File: src/rtl/vga_tile_ctrl.sv
// Parametrised VGA timing generator with tile-mapped framebuffer fetch and a
// sync/data alignment pipeline. Optional blinking tile cursor: VGA_CURSOR_EN.
module vga_tile_ctrl #(
   parameter int H_ACTIVE  = 640,
   parameter int H_FP      = 16,
   parameter int H_SYNC    = 96,
   parameter int H_BP      = 48,
   parameter int V_ACTIVE  = 480,
   parameter int V_FP      = 10,
   parameter int V_SYNC    = 2,
   parameter int V_BP      = 33,
   parameter int HS_POL    = 0,
   parameter int VS_POL    = 0,
   parameter int TILE_LOG2 = 6,
   parameter int ADDR_W    = 8,
   parameter int ADDR_BASE = 128,
   parameter int CB        = 2,
   parameter int OUT_W     = 4,
   parameter int RD_LAT    = 1
) (
   input  logic              clk,
   input  logic              reset,
   input  logic              pix_en,
   input  logic [3*CB-1:0]   vdata,
   output logic [ADDR_W-1:0] vaddr,
   output logic [OUT_W-1:0]  VGA_R,
   output logic [OUT_W-1:0]  VGA_G,
   output logic [OUT_W-1:0]  VGA_B,
   output logic              VGA_HS_O,
   output logic              VGA_VS_O,
   output logic              de,
   output logic              frame_start,
   input  logic [7:0]        cursor_col,
   input  logic [7:0]        cursor_row
);

   localparam int H_TOTAL = H_ACTIVE + H_FP + H_SYNC + H_BP;
   localparam int V_TOTAL = V_ACTIVE + V_FP + V_SYNC + V_BP;
   localparam int HW      = $clog2(H_TOTAL);
   localparam int VW      = $clog2(V_TOTAL);
   localparam int TILE    = 1 << TILE_LOG2;
   localparam int COLS    = (H_ACTIVE + TILE - 1) / TILE;
   localparam int D       = RD_LAT + 2;

   logic [HW-1:0] hcnt;
   logic [VW-1:0] vcnt;
   logic [HW-1:0] col;
   logic [VW-1:0] row;
   logic [31:0]   addr_full;
   logic          raw_de, raw_hs, raw_vs, raw_fs, cur_hit;
   logic [D-1:0]  de_d, hs_d, vs_d, fs_d, cur_d;
   logic [3*CB-1:0] pix;
   logic [OUT_W-1:0] r_pad, g_pad, b_pad;

   always_ff @(posedge clk or posedge reset) begin
      if (reset) begin
         hcnt <= '0;
         vcnt <= '0;
      end else if (pix_en) begin
         if (hcnt == HW'(H_TOTAL - 1)) begin
            hcnt <= '0;
            vcnt <= (vcnt == VW'(V_TOTAL - 1)) ? '0 : vcnt + 1'b1;
         end else begin
            hcnt <= hcnt + 1'b1;
         end
      end
   end

   always_comb begin
      col       = hcnt >> TILE_LOG2;
      row       = vcnt >> TILE_LOG2;
      addr_full = 32'(ADDR_BASE) + 32'(row) * 32'(COLS) + 32'(col);
      raw_de    = (32'(hcnt) < 32'(H_ACTIVE)) && (32'(vcnt) < 32'(V_ACTIVE));
      raw_hs    = (32'(hcnt) >= 32'(H_ACTIVE + H_FP)) &&
                  (32'(hcnt) <  32'(H_ACTIVE + H_FP + H_SYNC));
      raw_vs    = (32'(vcnt) >= 32'(V_ACTIVE + V_FP)) &&
                  (32'(vcnt) <  32'(V_ACTIVE + V_FP + V_SYNC));
      raw_fs    = (hcnt == '0) && (vcnt == '0);
`ifdef VGA_CURSOR_EN
      cur_hit   = (32'(col) == 32'(cursor_col)) && (32'(row) == 32'(cursor_row));
`else
      cur_hit   = 1'b0;
`endif
   end

`ifndef VGA_CURSOR_EN
   logic unused_cursor;
   assign unused_cursor = ^{cursor_col, cursor_row};
`endif

   // Raw timing signals travel through D stages so they meet RGB at the pins.
   always_ff @(posedge clk or posedge reset) begin
      if (reset) begin
         vaddr <= ADDR_W'(ADDR_BASE);
         de_d  <= '0;
         hs_d  <= '0;
         vs_d  <= '0;
         fs_d  <= '0;
         cur_d <= '0;
      end else if (pix_en) begin
         vaddr <= addr_full[ADDR_W-1:0];
         de_d  <= {de_d[D-2:0], raw_de};
         hs_d  <= {hs_d[D-2:0], raw_hs};
         vs_d  <= {vs_d[D-2:0], raw_vs};
         fs_d  <= {fs_d[D-2:0], raw_fs};
         cur_d <= {cur_d[D-2:0], cur_hit};
      end
   end

`ifdef VGA_CURSOR_EN
   logic [5:0] fcnt;
   always_ff @(posedge clk or posedge reset) begin
      if (reset)
         fcnt <= '0;
      else if (pix_en && fs_d[D-1])
         fcnt <= fcnt + 1'b1;
   end
`endif

   // Inversion acts on the colour index before MSB alignment, so pad bits stay 0.
   always_comb begin
      pix = vdata;
`ifdef VGA_CURSOR_EN
      if (cur_d[D-2] && fcnt[5])
         pix = ~vdata;
`endif
      r_pad = '0;
      g_pad = '0;
      b_pad = '0;
      r_pad[OUT_W-1 -: CB] = pix[3*CB-1:2*CB];
      g_pad[OUT_W-1 -: CB] = pix[2*CB-1:CB];
      b_pad[OUT_W-1 -: CB] = pix[CB-1:0];
   end

   always_ff @(posedge clk or posedge reset) begin
      if (reset) begin
         VGA_R <= '0;
         VGA_G <= '0;
         VGA_B <= '0;
      end else if (pix_en) begin
         if (de_d[D-2]) begin
            VGA_R <= r_pad;
            VGA_G <= g_pad;
            VGA_B <= b_pad;
         end else begin
            VGA_R <= '0;
            VGA_G <= '0;
            VGA_B <= '0;
         end
      end
   end

   assign de          = de_d[D-1];
   assign frame_start = fs_d[D-1];
   assign VGA_HS_O    = hs_d[D-1] ^ (HS_POL == 0);
   assign VGA_VS_O    = vs_d[D-1] ^ (VS_POL == 0);

endmodule
File: config.mk
export PLATFORM = sky130hd
export DESIGN_NAME = vga_tile_ctrl
export DESIGN_NICKNAME = d
export VERILOG_FILES = /design/src/rtl/vga_tile_ctrl.sv
export SDC_FILE = /design/constraint.sdc
export NUM_CORES = 1
export LEC_CHECK = 0
export CAP_MARGIN = 20
export CORE_ASPECT_RATIO = 0.7
export CORE_MARGIN = 5
export CORE_UTILIZATION = 51
export CTS_CLUSTER_DIAMETER = 60
export DETAILED_ROUTE_END_ITERATION = 10
export PLACE_DENSITY = 0.8
export SYNTH_ARGS = -nofsm -noshare
export SYNTH_HDL_FRONTEND = slang
export SYNTH_SLANG_ARGS = --single-unit
File: constraint.sdc
create_clock -name clk -period 2.8 [get_ports clk]
set_input_delay 0.42 -clock clk [delete_from_list [all_inputs] [get_ports clk]]
set_output_delay 0.42 -clock clk [all_outputs]
set_load 0.02 [all_outputs]
# Word-level counts from Yosys, hierarchy flattened

Cells that the tools add are included.

Input bits: 25
Register bits after elaboration: 52
Output and inout port bits: 24

Reduce and logical (&&, ||, !) cells: 7
Add/sub/neg operators: 4
Bitwise logic cells: 2
Muxes and demuxes: 5
Multipliers: 1
Equal/unequal tests: 2
Order comparisons: 6

Operators with widths:

| operator                                             | count |
|---|---|
| adder 10 x 1 -> 10 bit, second input constant        | 2 |
| == test 10 bit, second input constant                | 2 |
| logical NOT 10 bit                                   | 2 |
| < comparator 10 bit, second input constant           | 2 |
| < comparator 10 x 9 -> 1 bit, second input constant  | 2 |
| two-way mux 10 bit                                   | 2 |
| two-way mux 4 bit                                    | 3 |
| >= comparator 10 bit, second input constant          | 1 |
| >= comparator 10 x 9 -> 1 bit, second input constant | 1 |
| adder 8 x 4 -> 8 bit                                 | 1 |
| adder 8 bit, first input constant                    | 1 |
| multiplier 4 x 3 -> 7 bit, second input constant     | 1 |
| logical AND 1 bit                                    | 4 |
| NOT 1 bit                                            | 2 |
| AND reduction 2 bit                                  | 1 |

# Longest topological paths before layout

Gate-level depths: netlist (run 1).

Depth after elaboration: 3
Gate-level depth with buffers: 7
Mapped depth without buffers: 7

# Least setup slack after synthesis (run 1)

OpenSTA, ideal clock, no wires.

Path kind: register to register
Start: register vcnt[7]
End: register vaddr[6]
Stages on the path, launching flop included: 8
Slack: 0.743 ns
Buffers on the path: 0
Data arrival time: 1.921 ns
Path through: dfrtp_1 -> ha_1 -> ha_1 -> fa_1 -> and3_1 -> a32oi_1 -> xnor2_1 -> o21ai_0

Cells in the longest elaborated chain, start to end: 3

Ends and longest elaborated chain:

| what                      | RTL line | RTL |
|---|---|---|
| start, declared           | 46       | `logic [VW-1:0] vcnt;` |
| start signal, assigned    | 62       | `vcnt <= (vcnt == VW'(V_TOTAL - 1)) ? '0 : vcnt + 1'b1;` |
| multiplier 4 x 3 -> 7 bit | 72       | `addr_full = 32'(ADDR_BASE) + 32'(row) * 32'(COLS) + 32'(col);` |
| adder 8 bit               | 72       |  |
| adder 8 x 4 -> 8 bit      | 72       |  |
| end signal, assigned      | 94       | `vaddr <= ADDR_W'(ADDR_BASE);` |
| end signal, assigned      | 101      | `vaddr <= addr_full[ADDR_W-1:0];` |
| end, declared             | 25       | `output logic [ADDR_W-1:0] vaddr,` |

No other way between the ends.
A chain may end at the register's enable or synchronous reset.

# Worst setup path after layout (run 1)

Ends and elaborated chain as after synthesis.

==> results of run 1 <==
flip-flops by register name, indices dropped and copies added, names as in the netlist:
name	flops
de_d	3
hs_d	3
VGA_G	2
vcnt	10
vaddr	8
fs_d	3
VGA_B	2
hcnt	10
vs_d	3
VGA_R	2
per-layer routing:
layer / wire length (um) / vias up / track usage
li1: - / 812 / -
met3: 184 / 7 / 0.0440
met5: 0 / - / 0
met4: 59 / 0 / 0.0489
met1: 2320 / 814 / 0.225
met2: 2080 / 31 / 0.261
power breakdown:
group          total [mW]  internal (mW)  switching, mW
Sequential          0.821          0.736         0.0843
Clock               0.501          0.268          0.233
Combinational       0.282          0.140          0.142
placed cells by master (no fill, tap or decap), types with 2 or more instances in the layout:
master,n
nor2b_1,2
buf_4,5
clkdlybuf4s50_1,26
nand4_1,5
o31ai_1,3
or4_1,2
and3_1,6
nor3_1,3
mux2_2,9
o2bb2ai_1,2
a32o_1,2
o21ai_0,9
xnor2_1,13
nand2_1,19
a21o_1,3
a22o_1,6
nor2_1,13
ha_1,11
xor2_1,5
conb_1,6
dfrtp_1,45
inv_1,10
a21oi_1,5
o211ai_1,2
fa_1,2
nand3_1,8
clkbuf_8,5
how the worst min path moves through the flow:
| stage | from | to | slack [ps] | cells after the start |
|---|---|---|---|---|
| 5_1_grt | reset | hs_d[2] | 390 | 2 |
| 4_1_cts | reset | hs_d[2] | 360 | 2 |
| 6_report | reset | hs_d[2] | 360 | 2 |
| 3_5_place_dp | de_d[2] | de_d[2] | 470 | 1 |
| 2_1_floorplan | vs_d[0] | vs_d[0] | 450 | 2 |
| 3_3_place_gp | vs_d[1] | vs_d[2] | 460 | 2 |
layout make-up:
| cell class | count | area [sq um] |
|---|---|---|
| clock buffers | 5 | 68.8 |
| clock inverters | 3 | 43.8 |
| fillers | 344 | 1650 |
| inverters | 12 | 45.0 |
| multi-input cells | 153 | 1100 |
| flip-flops and latches | 46 | 1150 |
| well taps | 55 | 68.8 |
| repair buffers | 31 | 298 |
per-stage QoR:
step           hold WS, ps  cell area (sq um)  setup WS, ps
3_5_place_dp           468               2670           364
3_3_place_gp           461               2670           393
5_1_grt                389               2780           369
4_1_cts                364               2780           552
6_report               357               2780           554
2_1_floorplan          446               2390           743
cells by family after synthesis:
logic type | count (synthesis) | share of synthesized area
adder cells (fa/ha/maj) | 13 | 0.0748
multiplexers | 9 | 0.0427
other | 1 | 0.00158
buffers and inverters | 27 | 0.0590
AND/OR/NAND/NOR | 70 | 0.159
AO/OA/AOI/OAI | 37 | 0.111
flip-flops | 46 | 0.485
XOR/XNOR | 18 | 0.0664
==> impl_metrics.env, run 1 <==
export IMPL_critPathTopFamily="adder cells"
export IMPL_synth_area_leader_cell="dfrtp_1"
export IMPL_r2r_setup_slack_ps=550
export IMPL_syn_avg_cell_area_sq_um=10.7
export IMPL_crit_required_ps=2980
export IMPL_outcome="completed"
export IMPL_peakVddDrop_mv=0.286
export IMPL_antenna_diode_count=0
export IMPL_r2r_end="vaddr[6]"
export IMPL_synthDistinctLibCells=47
export IMPL_clkTransAtPathRegs_ps=90
export IMPL_gp_congestion=0.834
export IMPL_ctsHoldBuffers=0
export IMPL_grt_use_total=0.166
export IMPL_clock_skew_final_ps=5.18
export IMPL_rsz0062_at_grt="false"
export IMPL_start_kind="flip-flop"
export IMPL_fin_util=0.627
export IMPL_tritoncts="done"
export IMPL_fin_crit_ps=2250
export IMPL_syn2layout_area_growth_pct=17.0
export IMPL_synth_top_area_frac=0.474
export IMPL_crit_path_start="vcnt[7]"
export IMPL_maxCapViolCount=0
export IMPL_routed_wl_um=4640
export IMPL_hp_class="in2async"
export IMPL_grt_pass1_vias=1648
export IMPL_power_mw=1.60
export IMPL_finalSetupViolCount=0
export IMPL_grt_pass1_wl_um=7980
export IMPL_cts_root_buf="clkbuf_8"
export IMPL_die_area_sq_mm=0.00614
export IMPL_crit_type="reg2reg"
export IMPL_die_w_um=91.6
export IMPL_critical_path_cell_chain="ha_1 > ha_1 > fa_1 > and3_1 > a32oi_1 > xnor2_1 > o21ai_0"
export IMPL_end_kind="flip-flop"
export IMPL_ctsResizeCount=0
export IMPL_worstPathMaxFanout=5
export IMPL_row_count=20
export IMPL_synth_enable_flop_cells=0
export IMPL_synth_area_sq_mm=0.00237
export IMPL_synth_common_cells="dfrtp_1, nand2_1, nor2_1, xnor2_1"
export IMPL_finalCritPeriodShare=0.802
export IMPL_power_per_cell_area_mw_per_mm2=577
export IMPL_async_reset_ff_frac=1.00
export IMPL_final_instance_count_excl_fill=305
export IMPL_cts_sinks=46
export IMPL_start_util=0.536
export IMPL_r2r_start="vcnt[7]"
export IMPL_finish_net_count=287
export IMPL_arrival_ps=2420
export IMPL_synthCells=221
export IMPL_dp_hpwl_um=3330
export IMPL_cts_setup_buffers=0
export IMPL_hold_viol_final=0
export IMPL_clk_path_buf_depth=2
export IMPL_worst_path_buf_inv=0
export IMPL_grt_max_degree=28
export IMPL_num_vias=1664
export IMPL_max_clock_freq_ghz=0.445
export IMPL_cts_made_buffers=5
export IMPL_htree_levels=2
export IMPL_ys_ff_latch=46
export IMPL_ys_flop_type="dfrtp_1"
export IMPL_grt_overflow_total=0
export IMPL_drive_above_1_share=0.132
export IMPL_ant_nets=0
export IMPL_clk_insertion_delay_late_ps=300
export IMPL_seq_area_frac_synth=0.485
export IMPL_cp_depth=7
export IMPL_finalMaxSlewViolations=0
export IMPL_slowest_delay_ps=520
export IMPL_first_pass_iters=4
export IMPL_place_inst=297
export IMPL_reg2reg_depth=7
export IMPL_ios=49
export IMPL_drtIter0Drc=58
export IMPL_post_synth_top_count_cell="dfrtp_1"
export IMPL_io_buffers=26
export IMPL_critPathCapture="vaddr[6]"
export IMPL_setup_tns_ps=0
export IMPL_yosysWarnings=0
export IMPL_drc=0
export IMPL_core_region_area_sq_mm=0.00443
export IMPL_routed_via_density=5.46
export IMPL_cp_slowest_cell="fa_1"
export IMPL_die_y_um=67.1
export IMPL_cp_common_cell="ha_1"
export IMPL_leakage_nw=1.27
export IMPL_yosys_top_cells_area="dfrtp_1, ha_1, xnor2_1"
export IMPL_wl_per_cell_um=15.2
export IMPL_antenna_found_initial=0
No activity file was read; power rests on OpenSTA's default activity.
==> run 2: changes to the inputs <==
- CORE_UTILIZATION: 51 -> 46
- PLACE_DENSITY: 0.8 -> 0.76
- clock period: 2.8 -> 1.9 ns (I/O delays scaled with it)
==> run 2 against run 1 <==
  * The run now ends with negative setup slack left
  * Sequential share of layout area fell by 2.3 points
  * Combinational power grew 76%
  * Fmax increased by 12%
  * Clock-buffer cell count stayed put
  * Worst setup slack worse by 650 ps
  * Flip-flop and latch count stayed put
  * Worst hold slack worse by 110 ps
  * Final cell count rose by 8.9%
  * Non-clock buffer count up 12
  * Largest cell class is now multi-input combinational cells
==> impl_metrics.env, run 2 (same netlist as run 1, synthesis figures left out) <==
export IMPL_cts_setup_buffers=0
export IMPL_cts_sinks=46
export IMPL_maxCapViolCount=0
export IMPL_die_area_sq_mm=0.00672
export IMPL_die_w_um=95.9
export IMPL_fillers=415
export IMPL_crit_type="reg2reg"
export IMPL_finalSetupViolCount=2
export IMPL_r2r_start="vcnt[9]"
export IMPL_drc=0
export IMPL_die_y_um=70.1
export IMPL_num_vias=1754
export IMPL_clkTransAtPathRegs_ps=90
export IMPL_finalMaxSlewViolations=0
export IMPL_peakVddDrop_mv=0.426
export IMPL_r2r_setup_slack_ps=-100
export IMPL_drtIter0Drc=77
export IMPL_grt_pass1_vias=1763
export IMPL_finish_net_count=300
export IMPL_crit_required_ps=2100
export IMPL_grt_overflow_total=0
export IMPL_first_pass_iters=4
export IMPL_pre_cts_ws_ps=-401
export IMPL_r2r_end="vaddr[6]"
export IMPL_tritoncts="done"
export IMPL_cts_root_buf="clkbuf_8"
export IMPL_start_util=0.486
export IMPL_finalCritPeriodShare=1.05
export IMPL_power_per_cell_area_mw_per_mm2=787
export IMPL_setup_tns_ps=-156
export IMPL_fin_crit_ps=2000
export IMPL_hold_viol_final=0
export IMPL_io_buffers=26
export IMPL_end_kind="flip-flop"
export IMPL_routed_via_density=5.28
export IMPL_rsz0062_at_grt="true"
export IMPL_gp_congestion=0.853
export IMPL_ctsHoldBuffers=0
export IMPL_cts_made_buffers=5
export IMPL_fin_ws_ps=-101
export IMPL_crit_path_start="vcnt[9]"
export IMPL_arrival_ps=2200
export IMPL_clock_skew_final_ps=7.46
export IMPL_ios=49
export IMPL_grt_pass1_wl_um=8580
export IMPL_antenna_diode_count=0
export IMPL_syn2layout_area_growth_pct=23.9
export IMPL_leakage_nw=1.32
export IMPL_dp_hpwl_um=3670
export IMPL_clk_path_buf_depth=2
export IMPL_largestRegisters="hcnt: 10 flops, vcnt: 10 flops, vaddr: 8 flops"
export IMPL_wl_per_cell_um=15.5
export IMPL_reg2reg_depth=7
export IMPL_grt_max_degree=33
export IMPL_layout_commonest_cell="dfrtp_1"
export IMPL_core_region_area_sq_mm=0.00489
export IMPL_max_clock_freq_ghz=0.500
export IMPL_grt_use_total=0.163
export IMPL_clk_insertion_delay_late_ps=310
export IMPL_drive_above_1_share=0.209
export IMPL_ant_nets=0
export IMPL_mostFrequentLayoutCells="dfrtp_1, clkdlybuf4s50_1, nand2_1"
export IMPL_violations="negative setup slack"
export IMPL_start_kind="flip-flop"
export IMPL_worstPathMaxFanout=2
export IMPL_htree_levels=2
export IMPL_row_count=21
export IMPL_critPathCapture="vaddr[6]"
export IMPL_routed_wl_um=5150
export IMPL_outcome="finished with violations"
export IMPL_antenna_found_initial=0
export IMPL_hp_class="in2async"
==> run 2: changes by cell type in the layout (fill, tap and decap cells not counted), moves of 2 or more <==
| cell | delta |
|---|---|
| ha_4 | +2 |
| or3_4 | +2 |
| o21ai_1 | +3 |
| buf_4 | +11 |
| clkinvlp_4 | +2 |
| o21ai_0 | -3 |
| ha_1 | -2 |
==> run 2: how the worst min path moves through the flow <==
stage / start / endpoint / slack (ps) / depth (start not counted)
3_5_place_dp: de_d[2] / de_d[2] / 470 / 1
2_1_floorplan: vdata[0] / VGA_B[2] / 420 / 1
3_3_place_gp: de_d[2] / de_d[2] / 460 / 1
4_1_cts: reset / VGA_G[2] / 260 / 2
5_1_grt: reset / VGA_G[2] / 290 / 2
6_report: reset / VGA_G[2] / 250 / 2
==> run 2: critical path, cell delays in order, from the launching register on <==
cell and delay (ps):
dfrtp_1 430, ha_4 260, ha_4 160, fa_1 460, and3_1 190, a32oi_2 180
xnor2_1 140, o21ai_1 70
==> run 2: layout make-up <==
class / instances / area [sq um] / area share
inverters: 12 / 45.0 / 0.0153
flip-flops and latches: 46 / 1150 / 0.392
multi-input cells: 154 / 1160 / 0.396
well taps: 69 / 86.3 / 0.0293
clock inverters: 3 / 23.8 / 0.00808
clock buffers: 5 / 68.8 / 0.0234
repair buffers: 43 / 400 / 0.136
==> run 2: metal layers <==
layer  up-vias  wire length (um)  track usage
li1        853                 -            -
met1       850              2560        0.241
met2        43              2270        0.237
met3         8               260       0.0365
met4         0                59       0.0473
met5         -                 0            0
==> run 2: stage by stage <==
| stage | utilization | hold slack, ps | total power, mW | instance area, sq um | std cells |
|---|---|---|---|---|---|
| after global routing | 0.602 | 285 | 2.42 | 2940 | 332 |
| after floorplan | - | 418 | 1.50 | 2400 | 226 |
| final | 0.602 | 250 | 2.32 | 2940 | 332 |
| after detailed placement | 0.570 | 472 | 1.70 | 2790 | 323 |
| after CTS | 0.597 | 261 | 2.32 | 2920 | 331 |
| after global placement | 0.570 | 464 | 1.68 | 2790 | 323 |
==> run 2: timing repair <==
action                     4_1_cts  5_1_grt
setup endpoints to repair        9        8
gates cloned                     0        1
resized for setup                4        8
pin swaps                        5        7
==> run 2: report_power, final <==
| group | leakage (nW) | internal (mW) | switching, mW |
|---|---|---|---|
| combinational | 0.705 | 0.247 | 0.249 |
| sequential | 0.577 | 1.09 | 0.111 |
| clock | 0.0408 | 0.263 | 0.361 |
